$ cat src/rtl/shift_reg_ctrl.sv
// rtl/shift_reg_ctrl.sv - universal shift register with self-timed serial burst engine
//
// Optional feature macro: SHREG_ROTATE_EN (rotate feedback on shifts when rot=1).
//
// Ports:
//   clk     in   rising-edge clock
//   rst_n   in   asynchronous active-low reset
//   en      in   clock enable; holds q, state and counter when low
//   mode    in   [1:0] 00 hold, 01 shift left, 10 shift right, 11 parallel load
//   d       in   [WIDTH-1:0] parallel load data
//   sin_l   in   serial in entering the MSB on a right shift
//   sin_r   in   serial in entering the LSB on a left shift
//   start   in   burst request, honoured in IDLE only
//   dir     in   burst direction latched with start: 0 left/MSB first, 1 right/LSB first
//   rot     in   rotate select, effective only with SHREG_ROTATE_EN
//   q       out  [WIDTH-1:0] register contents
//   sout_l  out  q[WIDTH-1]
//   sout_r  out  q[0]
//   busy    out  high while a burst is in progress
//   done    out  one-cycle pulse after the last burst shift

module shift_reg_ctrl #(
  parameter int               WIDTH     = 8,
  parameter logic [WIDTH-1:0] RESET_VAL = {WIDTH{1'b0}}
) (
  input  logic             clk,
  input  logic             rst_n,
  input  logic             en,
  input  logic [1:0]       mode,
  input  logic [WIDTH-1:0] d,
  input  logic             sin_l,
  input  logic             sin_r,
  input  logic             start,
  input  logic             dir,
  input  logic             rot,
  output logic [WIDTH-1:0] q,
  output logic             sout_l,
  output logic             sout_r,
  output logic             busy,
  output logic             done
);

  localparam int             CW   = $clog2(WIDTH) + 1;
  localparam logic [CW-1:0]  LAST = CW'(WIDTH - 1);

  typedef enum logic [1:0] {
    IDLE  = 2'd0,
    BURST = 2'd1,
    DONE  = 2'd2
  } state_t;

  state_t           state, state_nxt;
  logic [CW-1:0]    cnt, cnt_nxt;
  logic             dir_q, dir_nxt;
  logic [WIDTH-1:0] q_nxt;
  logic [WIDTH-1:0] shl_val, shr_val;
  logic             fill_r, fill_l;

`ifdef SHREG_ROTATE_EN
  // With rot set, the outgoing bit wraps around instead of the serial input.
  assign fill_r = rot ? q[WIDTH-1] : sin_r;
  assign fill_l = rot ? q[0]       : sin_l;
`else
  logic unused_rot;
  assign unused_rot = rot;
  assign fill_r     = sin_r;
  assign fill_l     = sin_l;
`endif

  assign shl_val = {q[WIDTH-2:0], fill_r};
  assign shr_val = {fill_l, q[WIDTH-1:1]};

  assign sout_l = q[WIDTH-1];
  assign sout_r = q[0];
  assign busy   = (state == BURST);
  assign done   = (state == DONE);

  always_ff @(posedge clk or negedge rst_n) begin
    if (!rst_n) begin
      state <= IDLE;
      q     <= RESET_VAL;
      cnt   <= '0;
      dir_q <= 1'b0;
    end else begin
      state <= state_nxt;
      q     <= q_nxt;
      cnt   <= cnt_nxt;
      dir_q <= dir_nxt;
    end
  end

  always_comb begin
    state_nxt = state;
    q_nxt     = q;
    cnt_nxt   = cnt;
    dir_nxt   = dir_q;
    case (state)
      IDLE: begin
        if (en) begin
          // start wins over the manual mode and leaves q untouched this cycle
          if (start) begin
            dir_nxt   = dir;
            cnt_nxt   = '0;
            state_nxt = BURST;
          end else begin
            case (mode)
              2'b01:   q_nxt = shl_val;
              2'b10:   q_nxt = shr_val;
              2'b11:   q_nxt = d;
              default: q_nxt = q;
            endcase
          end
        end
      end
      BURST: begin
        if (en) begin
          q_nxt   = dir_q ? shr_val : shl_val;
          cnt_nxt = cnt + 1'b1;
          if (cnt == LAST) begin
            state_nxt = DONE;
          end
        end
      end
      DONE: begin
        // leaves on the next clock even with en low
        state_nxt = IDLE;
      end
      default: begin
        state_nxt = IDLE;
      end
    endcase
  end

endmodule

$ cat config.mk
export PLATFORM = sky130hd
export DESIGN_NAME = shift_reg_ctrl
export DESIGN_NICKNAME = d
export VERILOG_FILES = /design/src/rtl/shift_reg_ctrl.sv
export SDC_FILE = /design/constraint.sdc
export NUM_CORES = 1
export LEC_CHECK = 0
export CAP_MARGIN = 20
export CORE_MARGIN = 3
export CORE_UTILIZATION = 40
export DETAILED_ROUTE_END_ITERATION = 10
export PLACE_DENSITY_LB_ADDON = 0.2
export REMOVE_ABC_BUFFERS = 1
export SLEW_MARGIN = 40
export SYNTH_ARGS = -nofsm -noshare
export SYNTH_HDL_FRONTEND = slang
export SYNTH_SLANG_ARGS = --single-unit
$ cat constraint.sdc
create_clock -name clk -period 1.9 [get_ports clk]
set_input_delay 0.19 -clock clk [delete_from_list [all_inputs] [get_ports clk]]
set_output_delay 0.19 -clock clk [all_outputs]
set_load 0.01 [all_outputs]
Word level (Yosys, flattened, before mapping)
Index checks and enable logic that the tools add are counted.

Flip-flop bits (word level): 15. Input port bits: 18. Output and inout port bits: 12. Word-level logic and storage cells: 38.

Add/sub/neg operators: 1. Equal/unequal tests: 12. Muxes and demuxes: 15. Reduce and logical (&&, ||, !) cells: 6.

Operators by type and width (count): $mux W8 (4); $pmux W8 S3 (1); $pmux W8 S2 (1); $mux W4 (3); $mux W2 (4); $ne A2 B2 Y1 const B (4); $pmux W4 S2 (1); $reduce_and A4 Y1 (2); $eq A2 B2 Y1 const B (3); $reduce_and A5 Y1 (1); $add A4 B1 Y4 const B (1); $eq A2 B1 Y1 const B (2); $eq A4 B3 Y1 const B (1); $ne A4 B1 Y1 const B (1); $pmux W2 S2 (1); $reduce_and A3 Y1 (1); $logic_not A2 Y1 (1); $ne A2 B1 Y1 const B (1); $reduce_bool A2 Y1 (1).

Depth between registers and ports, before layout
Gate-level depths: netlist (run 1).

Depth after elaboration: 5. Gate-level depth with buffers: 6. Gate-level depth less buffers: 5.

Least setup slack after synthesis (run 1)
OpenSTA, ideal clock, no wires.

Path type: reg2reg. Start point: register state[0]. End point: register q[0]. Library setup time: 0.135 ns. Data arrival time: 1.292 ns. Required time: 1.765 ns. Path slack: 0.473 ns. Stages on the path, launching flop included: 7. Clock period less this slack: 1.427 ns. Path through: dfrtp_1 > buf_2 > nand2b_1 > buf_4 > inv_2 > a2111oi_0 > o31ai_1.

Longest elaborated chain between the ends: 3. Elaborated cells between the ends (all ways): 9.

RTL lines: from (decl) (line 52) `state_t state, state_nxt;`; from (signal assigned) (line 85) `state <= state_nxt;`; $eq A2 B1 Y1 (*); via busy (line 39) `output logic busy,`; $ne A2 B2 Y1 (no source line) / $reduce_bool A2 Y1 (equally long branches); $reduce_and A5 Y1 (no source line); to (signal assigned) (line 86) `q <= q_nxt;`; to (decl) (line 36) `output logic [WIDTH-1:0] q,`.

Mark *: on every way through the listed nets, which the timed path passes. The rest lies on a longest branch. A chain may end at the register's enable or synchronous reset.

Worst setup path after layout (run 1)
Start point: register state[1]. End point: output port busy.

Longest elaborated chain between the ends: 1.

RTL lines: $eq A2 B1 Y1 (line 75) `assign busy = (state == BURST);`; to (decl) (line 39).

No other way between the ends.

==> results of run 1 <==
-- placed cells by master, fill, tap and decap left out --
master / n
sky130_fd_sc_hd__a2111oi_0: 8
sky130_fd_sc_hd__a211oi_1: 9
sky130_fd_sc_hd__a21o_1: 1
sky130_fd_sc_hd__a21oi_1: 1
sky130_fd_sc_hd__a22o_1: 2
sky130_fd_sc_hd__a32o_1: 1
sky130_fd_sc_hd__and2_1: 9
sky130_fd_sc_hd__and4b_1: 1
sky130_fd_sc_hd__buf_12: 1
sky130_fd_sc_hd__buf_4: 6
sky130_fd_sc_hd__clkbuf_1: 1
sky130_fd_sc_hd__clkbuf_4: 3
sky130_fd_sc_hd__clkdlybuf4s50_1: 28
sky130_fd_sc_hd__dfrtp_1: 15
sky130_fd_sc_hd__ha_1: 3
sky130_fd_sc_hd__inv_1: 1
sky130_fd_sc_hd__inv_4: 1
sky130_fd_sc_hd__mux2_2: 2
sky130_fd_sc_hd__nand2_1: 1
sky130_fd_sc_hd__nand2b_1: 4
sky130_fd_sc_hd__nand3_1: 1
sky130_fd_sc_hd__nor2b_1: 11
sky130_fd_sc_hd__nor3_1: 1
sky130_fd_sc_hd__nor3b_1: 10
sky130_fd_sc_hd__nor3b_2: 1
sky130_fd_sc_hd__o21ai_0: 2
sky130_fd_sc_hd__o31ai_1: 16
sky130_fd_sc_hd__or3_1: 1
-- cells by family after synthesis --
kind of cell	synth area share, %
AOI/OAI and AO/OA	28.28
and+or+nand+nor	24.60
DFF	34.48
buffers and inverters	7.125
adders and majority gates	3.449
muxes	2.069
-- stage by stage --
step                      utilization, %  hold slack, ns  cells
final                              56.70          0.2073    171
after global routing               56.70          0.2202    171
after CTS                          56.60          0.2121    171
after detailed placement           55.56          0.5249    167
after global placement             55.56          0.5051    167
after floorplan                        -         -0.1056    102
-- worst max-delay path by stage --
stage	start	endpoint	slack, ns	depth (start not counted)
after floorplan	state[1]$_DFFE_PN0P_	q[0]$_DFFE_PN0P_	0.41	3
after global placement	mode[0]	q[2]$_DFFE_PN0P_	-0.08	6
after detailed placement	mode[0]	q[2]$_DFFE_PN0P_	-0.14	6
after CTS	state[1]$_DFFE_PN0P_	busy	0.03	3
after global routing	state[1]$_DFFE_PN0P_	busy	-0.0006	3
final	state[1]$_DFFE_PN0P_	busy	0.09	3
-- power breakdown --
part	switching (mW)	total, mW	internal (mW)	leakage [nW]
logic	0.390	0.920	0.530	0.360
registers	0.196	0.648	0.452	0.182
clock network	0.104	0.186	0.0816	0.0150
-- state kept, by name (all words and copies together) (netlist names) --
register and cells:
cnt 4, state 2, q 8, dir_q 1
-- worst reg2reg max path: cells and delay by family, from the launching register on --
family / cells / cell delay, ns
compound gates: 1 / 0.32
flops: 1 / 0.44
simple gates: 2 / 0.70
-- cell type report --
cell class / instances / area [um2]
clock buffers: 4 / 26.28
repair buffers: 35 / 345.3
multi-input cells: 85 / 635.6
well taps: 30 / 37.54
inverters: 2 / 10.01
fillers: 235 / 1092
flip-flops and latches: 15 / 375.4
-- layer usage --
layer / track usage [%] / wire, um
met1: 22.04 / 1189
met2: 29.35 / 1268
met3: 3.341 / 96
met4: 4.967 / 26
met5: 0 / 0
==> results list, run 1 <==
- The flow ran to the end, and the final reports show no timing, DRC or antenna violations.
* Total track usage: 17.22%
* Remaining global-route overflow: 0
* Final setup TNS: 0 ns
- In this run the clock root is driven by a sky130_fd_sc_hd__clkbuf_4.
- Setup slack on the critical path of the routed design comes to 0.08619 ns.
- Total power divided by cell area: 1226 nW/um2
- Average cell area after synthesis: 9.633 um2
- After detailed routing, the average wire length per cell comes to 15.09 um.
- Relative max-transition margin: 67.45%
- Vias in the first global route: 996
* Number of violations reported at the end of detailed-routing iteration 0: 14
* Antenna-violating nets left: 0
- The floorplan step set the die width to 58.17 um.
* Worst Max-Slew Pin Slew: 0.4759 ns
* Number of search-and-repair iterations in the first detailed-routing pass: 4
* # clock sinks: 15
* Number of maximum-capacitance constraint violations: 0
- The number of max-slew violations in the final report is 0.
- Placeable core area: 2522 um2
- The number of antenna diodes in the final layout is 0.
- In this run the register-to-register setup slack is 0.36 ns.
* CTS tree: built
- Routed vias/inst: 5.743
* First-pass GRT wire length: 4505 um
- Summed over all layers, the routed wires come to 2581 um.
- The top cell type by area accounts for 34.48% of the synthesized area.
* Top_reg_cell synth: sky130_fd_sc_hd__dfrtp_1
- The number of hold violations in the final report came to 0.
- Critical path class: reg2out
* Count of input and output buffers: 28
* Count of flip-flops with a built-in enable after synthesis: 0
- On the critical path, the stage with the largest delay is an instance of sky130_fd_sc_hd__clkdlybuf4s50_1.
* Top-Level Pins: 30
- After clock tree synthesis, the clock-pin slew on the worst setup and hold paths is 0.10 ns.
- The clock period could shrink to 1.814 ns.
- Count of standard-cell rows: 18
- In the synthesized netlist the async set-or-reset flop fraction comes to 100.0%.
- Post-CTS timing repair inserted 0 buffers for setup.
* Synthesized instance count: 113
- By area the synthesized netlist is led by sky130_fd_sc_hd__dfrtp_1 (34%), sky130_fd_sc_hd__o31ai_1 (11%), sky130_fd_sc_hd__nor3b_1 (6.9%).
- Entering global routing, the biggest net connects 18 pins.
- Measured along the y axis, the die boundary spans 58.17 um.
- In the final design database the tool counted 163 nets.
* Synthesis Warnings: 0
- The synthesized netlist occupies a cell area of 1089 um2.
- Peak supply drop: 0.7166 mV
- Post-route standard cell area excluding fillers: 1430 um2
- Largest stage delay on the critical path: 0.54 ns
* Total Die Area: 3383 um2
- Synth cell count leaders: sky130_fd_sc_hd__o31ai_1 (16), sky130_fd_sc_hd__dfrtp_1 (15), sky130_fd_sc_hd__nor2b_1 (11), sky130_fd_sc_hd__nor3b_1 (10)
- Capturing point of the worst reg2reg path: q[0]$_DFFE_PN0P_
- Final critical-path share of the clock period: 95.46%
- The analysis attributes to cell leakage a power of 0.5574 nW.
* Highest clock rate: 551.3 MHz
- The worst setup path is captured at an output pin.
- Post-synthesis cell type with the largest combined area: sky130_fd_sc_hd__dfrtp_1
* Total DRC errors in the routed layout: 0
* Register bit total from synthesis: 15
* Crit start category: register
- The design draws 1.754 mW.
- Initial core utilization: 43.15%
* Maximum count of clock buffers along a single path: 2
- Largest driver fanout on the critical path: 10
- At the worst endpoint, the required time is 1.71 ns.
- Sequential cells were found to cover 34.48% of the synthesized design area.
* Vias: 982
* Min-Delay Path Class: in2async
- In this run, distinct cell masters in the synthesized netlist total 27.
- Summing all placed instances gives a cell area of 1401 um2.
- From synthesis to final layout, the design area changed by 31.38%.
* Clk Latency, worst-skew pair: 0.29 ns
- Share of post-route cells with drive strength above 1: 9.929%
* Reg2Reg Depth: 3
- CTS Buf Count: 3
- Setup violations remaining at the end of the flow were counted as 0.
- The congestion estimate from routability-driven global placement came to 0.6854.
* CP Data Arrival Time: 1.62 ns
- Number of hold buffers added after CTS: 0
- CP bufs+invs: 2
- Startpoint of the lowest-slack register-to-register path: state[1]$_DFFE_PN0P_
- Count leader, synth: sky130_fd_sc_hd__o31ai_1
- Worst path cell trace: nand2b_1 -> inv_4 -> clkdlybuf4s50_1
- In this design, the largest share of critical-path delay is due to buffers and inverters.
- The clock arrives with 0.01484 ns of skew.
- The initial antenna violation count is 0.
- Once detailed placement completed, the half-perimeter wirelength came to 1893 um.
- After clock tree synthesis, the repair step resized 0 gates.
* # H-tree levels: 1
- OpenSTA, run right after detailed placement, puts the worst setup slack at -0.1407 ns.
No activity file was read; power rests on OpenSTA's default activity.
==> inputs of run 2 (changes only) <==
SETUP_SLACK_MARGIN = 0.1   (was unset)
==> run 2 against run 1 <==
First-iteration DRC count grew 110%. Core utilization grew 1.2 points. Combinational power grew 4.2%. Final area grew 2.2%. Hold slack lost 0.0013 ns. Critical path type is now in2reg. Critical endpoint is now q[7]$_DFFE_PN0P_.
==> results list, run 2 (same netlist as run 1, synthesis figures left out) <==
* Final worst clock skew: 0.01398 ns
- Placement Cell Area: 1401 um2
- Excluding fillers, the count of instances in the completed layout stands at 174.
* RePlAce Congestion: 0.6854
- Maximum count of clock buffers along a single path: 2
- Detailed routing inserted a total of 1005 vias.
- # H-tree levels: 1
- Placeable core area: 2522 um2
* Commonest cells after routing, fill and taps aside: sky130_fd_sc_hd__clkdlybuf4s50_1 (28), sky130_fd_sc_hd__o31ai_1 (15), sky130_fd_sc_hd__dfrtp_1 (14), sky130_fd_sc_hd__nor2b_1 (11), sky130_fd_sc_hd__nor3b_1 (10)
* Hold violation count in the final report: 0
- Unrepaired setup endpoints after global routing: no
- Worst-case setup margin in the final layout: 0.1976 ns
- 0 antenna diodes ended up in the layout.
- Reg2Reg Depth: 4
* Finish-stage setup viols: 0
- Area growth from synthesis to layout: 34.25%
* # clock sinks: 15
- At the pin with the least slew margin, the transition time is 0.4873 ns.
- Tightest hold margin: 0.2060 ns
- The floorplan step defined a die boundary enclosing 3383 um2.
- Largest net degree at the start of global routing: 18
- Antenna-violating nets left: 0
- In the final layout, the registers with the most flip-flops are q: 8 flops, cnt: 4 flops, state: 2 flops.
- During I/O placement, the number of pins put on the boundary was 30.
- Number of placed instances with taps included: 167
* Clk Latency, worst-skew pair: 0.29 ns
* Drt total wl: 2632 um
- The worst path uses 89.60% of the clock period.
* First-pass GRT wire length: 4547 um
- Detail-routed net length per standard cell: 15.13 um
- Critical path class: in2reg
* Capturing element type of the critical path: register
* Top register by number of flip-flops: q
- The number of global-route vias before repair is 1006.
- Crit start category: primary input
- Across every metal layer, demand over resource in global routing totals 17.41%.
* Total power divided by cell area: 1229 nW/um2
* Time the final worst path needs with I/O delays and setup: 1.702 ns
- Leakage power figure: 0.5710 nW
- Width of the die: 58.17 um
* Required @ worst endpoint: 2.10 ns
- Number of violations reported at the end of detailed-routing iteration 0: 29
- Clock slew at reported path FFs: 0.10 ns
* Min-Delay Path Class: in2async
* Peak supply drop: 0.7235 mV
- The worst register-to-register path ends at q[7]$_DFFE_PN0P_.
- Worst slack after detailed placement: -0.1407 ns
* Final Max Tran Viols: 0
- Before antenna repair, the detailed router went through 4 iterations.
* Highest clock rate: 587.4 MHz
* Most common cell after layout, fill and taps aside: sky130_fd_sc_hd__clkdlybuf4s50_1
- Flip-flop count of the largest register after layout: 8
- CTS tree: built
- Startpoint of the lowest-slack register-to-register path: state[1]$_DFFE_PN0P_
- Die height: 58.17 um
- CTS Buf Count: 3
- For this run, design rule violations remaining after detail routing come to 0.
* Total number of nets in the final design: 166
- The tool flagged a number of max-cap violations equal to 0.
- Clock tree synthesis selected as its root buffer the cell sky130_fd_sc_hd__clkbuf_4.
- Count of standard-cell rows: 18
* CP Data Arrival Time: 1.90 ns
- Remaining global-route overflow: 0
- R2R Setup Slk: 0.29 ns
- Number of hold buffers added after CTS: 0
- Summed over all nets, the half-perimeter wirelength after detailed placement is 1893 um.
* Share of post-route cells with drive strength above 1: 13.89%
- Relative max-transition margin: 66.68%
- Along the worst path, the maximum fanout reaches 8.
- The initial antenna violation count is 0.
* Final design utilization: 57.94%
- After routing the design area is 1461 um2.
- Initial core utilization: 43.15%
- Count of input and output buffers: 28
- Outcome: finished clean
* Routed vias/inst: 5.776
-- run 2: cell types whose count changed in the layout (fill, tap and decap cells not counted), sizes merged --
| cell | before | now |
|---|---|---|
| buf | 7 | 10 |
-- run 2: area by class of cell --
cell class	count	area (um2)
flip-flops and latches	15	376.6
well taps	30	37.54
repair buffers	38	367.9
clock buffers	4	26.28
inverters	2	10.01
multi-input cells	85	643.1
fillers	230	1061
-- run 2: routing by layer --
metal	vias to the layer above	part of all wire, %	global-route usage [%]
met4	0	0.99	4.967
met5	-	0	0
met3	4	3.9	3.341
met2	17	50	30.00
met1	485	45	22.04
li1	499	-	-
-- run 2: worst max path at each step --
stage | start | end | slack (ns) | cells past startpoint
finish | mode[0] | q[7]$_DFFE_PN0P_ | 0.20 | 6
global route | mode[0] | q[7]$_DFFE_PN0P_ | 0.11 | 6
CTS | state[0]$_DFFE_PN0P_ | busy | 0.14 | 3
detailed placement | mode[0] | q[2]$_DFFE_PN0P_ | -0.14 | 6
global placement | mode[0] | q[2]$_DFFE_PN0P_ | -0.08 | 6
floorplan | state[1]$_DFFE_PN0P_ | q[0]$_DFFE_PN0P_ | 0.41 | 3
-- run 2: critical path, cell delays in order --
cell                              delay, ns
sky130_fd_sc_hd__clkdlybuf4s50_1       0.48
sky130_fd_sc_hd__inv_1                 0.05
sky130_fd_sc_hd__ha_2                  0.25
sky130_fd_sc_hd__nor3b_2               0.15
sky130_fd_sc_hd__or3_1                 0.46
sky130_fd_sc_hd__o31ai_1               0.31
-- run 2: power breakdown --
| part | total (mW) | internal [mW] | switching (mW) | leakage (nW) |
|---|---|---|---|---|
| sequential | 0.651 | 0.453 | 0.198 | 0.182 |
| clock | 0.186 | 0.0816 | 0.104 | 0.0150 |
| combinational | 0.959 | 0.557 | 0.402 | 0.374 |
| total | 1.80 | 1.09 | 0.704 | 0.571 |
-- run 2: repair_timing --
| action | CTS | global route |
|---|---|---|
| cloned | 0 | 0 |
| setup endpoints to repair | 1 | 3 |
| resized for setup | 1 | 3 |
| endpoints found under the hold margin | 0 | 0 |
| setup buffers | 1 | 2 |
-- run 2: metrics by stage --
step / power, mW / setup TNS [ns]
6_report: 1.796 / 0
5_1_grt: 1.954 / 0
3_3_place_gp: 1.542 / -0.5091
4_1_cts: 1.780 / 0
3_5_place_dp: 1.580 / -0.8141
2_1_floorplan: 1.141 / 0
